### src/rtl/regset_multi.sv
`default_nettype none
// ============================================================================
// Module      : regset_multi
// Description : Multi-channel peripheral register set. Each channel has a
//               byte-strobed DATA register, a read-only SR mirror, a sticky
//               write-1-to-clear event flag pair and a saturating
//               clear-on-read event counter. The global registers are an
//               interrupt enable, a pending view and an ID word. Read data
//               comes back one cycle after the request. Any invalid access
//               raises a one-cycle err pulse.
// Ports       : clk, rst            clock / synchronous active-high reset
//               wr_en, rd_en        write / read strobes
//               addr, wdata, wstrb  byte address, write data, lane enables
//               hw_evt              per-channel hardware event inputs
//               rdata, rvalid       registered read data and its qualifier
//               err                 invalid-access pulse (registered)
//               irq                 OR of enabled pending events
// Revision    : 1.0  initial release
// ============================================================================
module regset_multi #(
    parameter int                 DATA_W     = 32,
    parameter int                 ADDR_W     = 10,
    parameter int                 NUM_CH     = 4,
    parameter logic [DATA_W-1:0]  DATA_RESET = '0,
    parameter int                 CNT_W      = 16
) (
    input  logic                  clk,
    input  logic                  rst,
    input  logic                  wr_en,
    input  logic                  rd_en,
    input  logic [ADDR_W-1:0]     addr,
    input  logic [DATA_W-1:0]     wdata,
    input  logic [DATA_W/8-1:0]   wstrb,
    input  logic [NUM_CH-1:0]     hw_evt,
    output logic [DATA_W-1:0]     rdata,
    output logic                  rvalid,
    output logic                  err,
    output logic                  irq
);

    localparam int c_nbytes = DATA_W / 8;

    // ------------------------------------------------------------------
    // Register state
    // ------------------------------------------------------------------
    logic [DATA_W-1:0] r_data [NUM_CH];
    logic [CNT_W-1:0]  r_cnt  [NUM_CH];
    logic [NUM_CH-1:0] r_st0;       // event seen
    logic [NUM_CH-1:0] r_st1;       // event while already seen
    logic [NUM_CH-1:0] r_irq_en;
    logic [DATA_W-1:0] r_rdata;
    logic              r_rvalid;
    logic              r_err;

    // ------------------------------------------------------------------
    // Address decode
    // ------------------------------------------------------------------
    logic        w_aligned;
    logic        w_in_range;
    logic        w_glob;
    logic [3:0]  w_ch;
    logic [1:0]  w_reg;
    logic        w_ch_ok;
    logic        w_valid;
    logic        w_ro;
    logic        w_wr_ok;
    logic        w_rd_ok;
    logic        w_err_next;

    assign w_aligned  = (addr[1:0] == 2'b00);
    assign w_in_range = ((addr >> 9) == '0);
    assign w_glob     = addr[8];
    assign w_ch       = addr[7:4];
    assign w_reg      = addr[3:2];
    assign w_ch_ok    = ({1'b0, w_ch} < 5'(NUM_CH));

    // Only the first three words of the global page exist.
    assign w_valid = w_aligned && w_in_range &&
                     (w_glob ? ((w_ch == 4'd0) && (w_reg != 2'd3)) : w_ch_ok);

    // SR/EVT_CNT in a channel page, IRQ_PEND/ID in the global page.
    assign w_ro = w_glob ? (w_reg != 2'd0) : w_reg[0];

    assign w_wr_ok    = wr_en && w_valid && !w_ro;
    assign w_rd_ok    = rd_en && w_valid;
    assign w_err_next = (wr_en && !(w_valid && !w_ro)) || (rd_en && !w_valid);

    // ------------------------------------------------------------------
    // ID word
    // ------------------------------------------------------------------
    logic [DATA_W-1:0] w_id;

    if (DATA_W == 32) begin : g_id32
        assign w_id = DATA_W'({16'hA5C0, 8'h00, 8'(NUM_CH)});
    end else begin : g_idn
        assign w_id = DATA_W'(8'(NUM_CH));
    end

    // ------------------------------------------------------------------
    // Per-channel registers
    // ------------------------------------------------------------------
    for (genvar c = 0; c < NUM_CH; c++) begin : g_ch
        logic w_sel;
        logic w_wr_data;
        logic w_wr_stat;
        logic w_rd_cnt;
        logic w_clr0;
        logic w_clr1;

        assign w_sel     = !w_glob && (w_ch == 4'(c));
        assign w_wr_data = w_wr_ok && w_sel && (w_reg == 2'd0);
        assign w_wr_stat = w_wr_ok && w_sel && (w_reg == 2'd2);
        assign w_rd_cnt  = w_rd_ok && w_sel && (w_reg == 2'd3);
        assign w_clr0    = w_wr_stat && wstrb[0] && wdata[0];
        assign w_clr1    = w_wr_stat && wstrb[0] && wdata[1];

        always_ff @(posedge clk) begin
            if (rst) begin
                r_data[c] <= DATA_RESET;
                r_st0[c]  <= 1'b0;
                r_st1[c]  <= 1'b0;
                r_cnt[c]  <= '0;
            end else begin
                if (w_wr_data) begin
                    for (int b = 0; b < c_nbytes; b++) begin
                        if (wstrb[b]) begin
                            r_data[c][8*b +: 8] <= wdata[8*b +: 8];
                        end
                    end
                end
                // A new event beats a simultaneous clear; the overflow
                // flag looks at the flag value from before this edge.
                r_st0[c] <= hw_evt[c] || (r_st0[c] && !w_clr0);
                r_st1[c] <= (hw_evt[c] && r_st0[c]) || (r_st1[c] && !w_clr1);
                // Read returns the old count; the event of the read cycle
                // becomes the first count of the new window.
                if (w_rd_cnt) begin
                    r_cnt[c] <= CNT_W'(hw_evt[c]);
                end else if (hw_evt[c] && (r_cnt[c] != {CNT_W{1'b1}})) begin
                    r_cnt[c] <= r_cnt[c] + CNT_W'(1);
                end
            end
        end
    end

    // ------------------------------------------------------------------
    // Interrupt enable
    // ------------------------------------------------------------------
    logic w_wr_en_reg;
    assign w_wr_en_reg = w_wr_ok && w_glob && (w_reg == 2'd0);

    always_ff @(posedge clk) begin
        if (rst) begin
            r_irq_en <= '0;
        end else if (w_wr_en_reg) begin
            for (int j = 0; j < NUM_CH; j++) begin
                if (wstrb[j/8]) begin
                    r_irq_en[j] <= wdata[j];
                end
            end
        end
    end

    logic [NUM_CH-1:0] w_pend;
    assign w_pend = r_st0 & r_irq_en;
    assign irq    = |w_pend;

    // ------------------------------------------------------------------
    // Read path
    // ------------------------------------------------------------------
    logic [DATA_W-1:0] w_ch_data;
    logic [DATA_W-1:0] w_ch_stat;
    logic [DATA_W-1:0] w_ch_cnt;
    logic [DATA_W-1:0] w_rmux;

    // Channel select as a loop of compares so a 4-bit field never indexes
    // past the end of a smaller channel array.
    always_comb begin
        w_ch_data = '0;
        w_ch_stat = '0;
        w_ch_cnt  = '0;
        for (int c = 0; c < NUM_CH; c++) begin
            if (w_ch == 4'(c)) begin
                w_ch_data = r_data[c];
                w_ch_stat = DATA_W'({r_st1[c], r_st0[c]});
                w_ch_cnt  = DATA_W'(r_cnt[c]);
            end
        end
    end

    always_comb begin
        w_rmux = '0;
        if (w_valid) begin
            if (w_glob) begin
                case (w_reg)
                    2'd0:    w_rmux = DATA_W'(r_irq_en);
                    2'd1:    w_rmux = DATA_W'(w_pend);
                    2'd2:    w_rmux = w_id;
                    default: w_rmux = '0;
                endcase
            end else begin
                case (w_reg)
                    2'd0, 2'd1: w_rmux = w_ch_data;
                    2'd2:       w_rmux = w_ch_stat;
                    default:    w_rmux = w_ch_cnt;
                endcase
            end
        end
    end

    always_ff @(posedge clk) begin
        if (rst) begin
            r_rdata  <= '0;
            r_rvalid <= 1'b0;
            r_err    <= 1'b0;
        end else begin
            r_rdata  <= rd_en ? w_rmux : '0;
            r_rvalid <= rd_en;
            r_err    <= w_err_next;
        end
    end

    assign rdata  = r_rdata;
    assign rvalid = r_rvalid;
    assign err    = r_err;

endmodule
`default_nettype wire

### config.mk
export PLATFORM = sky130hd
export DESIGN_NAME = regset_multi
export DESIGN_NICKNAME = d
export VERILOG_FILES = /design/src/rtl/regset_multi.sv
export SDC_FILE = /design/constraint.sdc
export NUM_CORES = 1
export LEC_CHECK = 0
export ABC_AREA = 1
export CAP_MARGIN = 40
export CORE_MARGIN = 3
export CORE_UTILIZATION = 35
export CTS_CLUSTER_DIAMETER = 80
export DETAILED_ROUTE_END_ITERATION = 16
export PLACE_DENSITY = 0.5
export SETUP_SLACK_MARGIN = 0.3
export SLEW_MARGIN = 20
export SYNTH_ARGS = -nofsm -noshare
export SYNTH_HDL_FRONTEND = slang
export SYNTH_SLANG_ARGS = --single-unit
### constraint.sdc
create_clock -name clk -period 7.99 [get_ports clk]
set_clock_uncertainty 0.1 [all_clocks]
set_input_delay 1.598 -clock clk [delete_from_list [all_inputs] [get_ports clk]]
set_output_delay 1.598 -clock clk [all_outputs]
set_load 0.02 [all_outputs]
**Yosys cells after proc, flatten, opt, wreduce, memory -nomap -nowiden**

Memories as Yosys holds them, arrays and structs flattened.
Index checks and enable logic that the tools add are counted.

- Add/subtract/negate cells: 4
- Bitwise operators: 27
- Muxes and demuxes: 123
- Reduce and logical (&&, ||, !) cells: 93
- Magnitude comparators: 1
- Equal/unequal tests: 11

Operators by type and width:

| operator | number |
|---|---|
| $mux 32 | 11 |
| $mux 16 | 9 |
| $mux 8 | 16 |
| $pmux 32 s3 | 1 |
| $mux 1 | 84 |
| $add 16x1->16 const B | 4 |
| $ne 16x16->1 const B | 4 |
| $pmux 32 s2 | 1 |
| $logic_and 1x1->1 | 63 |
| $or 1x1->1 | 24 |
| $logic_not 1->1 | 12 |
| $logic_not 10->1 | 1 |
| $logic_or 1x1->1 | 9 |
| $eq 4x2->1 const B | 2 |
| $and 4x4->4 | 1 |
| $eq 2x2->1 const B | 2 |
| $eq 4x1->1 const B | 1 |
| $logic_not 2->1 | 2 |
| $logic_not 4->1 | 1 |
| $lt 4x3->1 const B | 1 |
| $reduce_or 4->1 | 1 |
| $reduce_or 3->1 | 1 |
| $eq 2x1->1 const B | 1 |
| $mux 2 | 1 |
| 5 further kinds | 6 |

- Input bits: 54
- Bits in writable memories: 192
- Logic and storage cells: 273
- Output and inout bits: 35
- Memories: 2
- Bits in registers: 46

Memory list:

| memory | words | width | read ports | clocked after memory_dff | wr ports | RTL line | text |
|---|---|---|---|---|---|---|---|
| r_data | 4 | 32 | 4 | 0 | 4 | 46 | `logic [DATA_W-1:0] r_data [NUM_CH];` |
| r_cnt | 4 | 16 | 4 | 0 | 4 | 47 | `logic [CNT_W-1:0] r_cnt [NUM_CH];` |

**Logic depth before layout (Yosys ltp)**

- Depth in word-level cells: 13
- Mapped depth: 12

**Worst setup path after synthesis**

No wires, ideal clock.

- Kind: input-to-reg
- From: in addr[8]
- To: mem r_data[1][0] (enable)
- Path buffers: 1
- Cell stages on the path: 6
- Arrival time: 3.317 ns
- Setup time: 0.384 ns
- Data required time: 7.506 ns
- Path slack: 4.189 ns
- Cells stage by stage: buf_4 a21oi_1 nand4_4 nor2_8 nand2_2 o21ai_0

RTL lines:

| item | RTL line | text |
|---|---|---|
| start: declaration | 31 | `input logic [ADDR_W-1:0] addr,` |
| end: declaration | 46 |  |

==> impl_metrics.yaml <==
critical_path:
  max_stage_delay_ns: 0.85
  crit_required_ns: 8.07
  cp_max_fo: 13
  crit_path_cell_trace: "clkdlybuf4s50_1, inv_1, nor2_2, nand2_2, nor2_1, inv_1, nor2_8, nand2_2, o21ai_1"
  cp-end-kind: "flip-flop"
  r2r_cells: 9
  cp.arrival_ns: 4.54
  critPathCapture: "r_data[1][28]"
  cpMaxStageDelayCell: "clkdlybuf4s50_1"
  critical_path_class: "in2reg"
  rrSetupSlack_ns: 5.21
  r2r_end: "r_cnt[0][7]"
  cp-startpoint: "addr[4]"
  r2r-start: "r_cnt[0][0]"
  start_kind: "primary input"
clock_tree:
  post_cts_buffers: 0
  h-tree-depth: 1
  cts_resized: 0
  clk_latency_ns: 0.55
  clock_path_buffers: 3
  clkTransAtPathRegs_ns: 0.06
  cts_sinks: 238
  ctsRootBufferMaster: "clkbuf_16"
  cts_hold_buf: 0
  cts_buffers: 28
  cts_tree: "built"
yosys:
  synth_edf_count: 192
  synth-main-ff-cell: "edfxtp_1"
  async_reset_ff_share_pct: 0
  post-synth-top-count-cell: "nor2_1"
  synth_warnings: 0
  ys_ff_latch: 238
  synth_cell_type_count: 39
  syn_nets: 1334
  synth_commonest_cells: "293 x nor2_1, 246 x nand2_1, 192 x edfxtp_1"
  synthTopCellsByArea: "edfxtp_1 49%, nor2_1 9.3%, nand2_1 7.8%"
  synth_area_leader_cell: "edfxtp_1"
  syn_area_sq_um: 11800
  syn_inst: 1276
  syn_avg_cell_area_sq_um: 9.24
  synth_top_area_share_pct: 48.9
  ys_seq_area_share_pct: 56.7
place:
  gp_congestion: 0.873
  hpwlAfterDp_mm: 23.8
  io_buffer_count: 88
  pre_cts_ws_ns: 2.90
floorplanning:
  core.rowCount: 66
  core_area_sq_um: 32900
  die-area_sq_um: 35900
  die_y_um: 190
  ioPinCount: 89
  start_util_pct: 35.9
  die_x_um: 190
cells_and_area:
  drive_gt1_share_pct: 8.14
  fillers: 3363
  finalNetCount: 1437
  syn_to_final_growth_pct: 20.5
  diodes: 0
sta:
  worst_slack_ns: 3.53
  setup_tns_ns: 0
  drv_slew: 0
  finalCriticalPeriod_ns: 4.46
  fin_crit_sh_pct: 55.8
  hold_violations: 0
  slew_headroom_pct: 45.3
  hold-worst-slack_ns: 0.387
  setup_violations: 0
  worst_pin_slew_ns: 0.817
  fmax_ghz: 0.224
  rsz0062_at_grt: "false"
pwr:
  clkPwrFrac_pct: 44.3
  power_switching_uw: 686
  internal-power_uw: 2280
  cellPowerDensity_nw_per_um2: 209
  sw_frac_of_total_pct: 23.1
  power.leakage_uw: 0.00553
  power_frac_comb_pct: 7.1
  vdd_drop_max_mv: 0.147
  p_seq_share_pct: 48.6
drt:
  dr.pass1.iters: 5
  vias_per_cell: 4.88
  drt_iter0_drc: 551
  drcViolationCount: 0
  via_count: 8995
  post_drt_wl_per_cell_um: 17.8
  ant_nets: 0
  drt_wl_total_mm: 32.8
hold_path:
  min_path_cells: 2
  hold_path.class: "reg2reg"
global_routing:
  grt_max_degree: 48
  overflow: 0
  antenna_found_initial: 0
  grtUsageTotal_pct: 18.3
  grt_pass1_vias: 8955
  grt_pass1_wl_mm: 51.5
outcome:
  status: "finished clean"
flow_run:
  maxCapViolCount: 0
## sequential cells by signal, indices dropped and copies added (netlist names)
name	flops
err	1
r_data	128
r_st0	4
r_irq_en	4
rvalid	1
r_st1	4
r_cnt	64
rdata	32
## cell families (layout without fill, tap and decap cells)
group                      after synthesis  count (layout)  synth area share (%)
and+or+nand+nor                        714             714                  28.4
DFF                                    238             238                  56.7
buffers and inverters                  165             290                  5.65
AOI/OAI and AO/OA                      107             107                  5.28
xor gates and xnor gates                48              48                  3.56
adders and majority gates                4               4                 0.424
## routing by layer
metal | routed length [um] | up-vias | part of all wire (%) | track usage [%]
li1 | - | 4467 | - | -
met2 | 15200 | 210 | 46 | 29.9
met1 | 15200 | 4266 | 46 | 25.8
met5 | 0 | - | 0 | 0
met3 | 1520 | 52 | 4.6 | 2.58
met4 | 829 | 0 | 2.5 | 4.98
## critical path: cells and delay by family
| family | cells | cell delay (ns) |
|---|---|---|
| and+or+nand+nor | 5 | 1.01 |
| AOI/OAI and AO/OA | 1 | 0.66 |
| buffers and inverters | 3 | 1.27 |
## power by group through the flow
stage / sequential (uW) / clock (uW) / combinational (uW)
2_1_floorplan: 1450 / 0 / 124
3_3_place_gp: 1470 / 0 / 203
3_5_place_dp: 1470 / 0 / 208
4_1_cts: 1440 / 1350 / 209
5_1_grt: 1450 / 1400 / 233
6_report: 1440 / 1310 / 209
## through the flow
stage	instance area (sq um)	total power, uW	util (%)	cells
5_1_grt	14200	3080	43.2	1843
6_report	14200	2960	43.2	1843
3_5_place_dp	13200	1670	40.2	1786
2_1_floorplan	11800	1580	-	1276
4_1_cts	14200	3000	43.1	1838
3_3_place_gp	13100	1670	39.9	1778
## worst min path at each step
stage,start,to,slack [ns]
floorplan,r_st0[2],r_st1[2],0.34
global placement,r_st0[2],r_st1[2],0.37
detailed placement,r_st0[2],r_st1[2],0.37
CTS,r_st0[2],r_st1[2],0.39
global route,r_irq_en[0],r_irq_en[0],0.43
finish,r_st0[2],r_st1[2],0.39
## placed cells by master (no fill, tap or decap), types with 9 or more instances in the layout
cell,instances
a21oi_1,26
nand4_1,28
nor3_1,13
nor2_1,292
o21ai_1,9
nand2_1,246
dfxtp_1,46
clkbuf_16,28
xnor2_1,13
clkinv_1,9
nand3_1,86
o21ai_0,42
nand4_4,17
edfxtp_1,192
xor2_1,35
clkdlybuf4s50_1,88
buf_4,11
inv_1,121
o211ai_1,10
o221ai_1,9
## cell type report
cell class | count | area, sq um | area share (%)
Sequential cell | 238 | 6690 | 47.1
Timing Repair Buffer | 110 | 1080 | 7.59
Tap cell | 442 | 553 | 3.89
Inverter | 128 | 480 | 3.38
Clock inverter | 18 | 198 | 1.39
Clock buffer | 34 | 763 | 5.37
Multi-Input combinational cell | 873 | 4450 | 31.3
No activity file was read; power rests on OpenSTA's default activity.
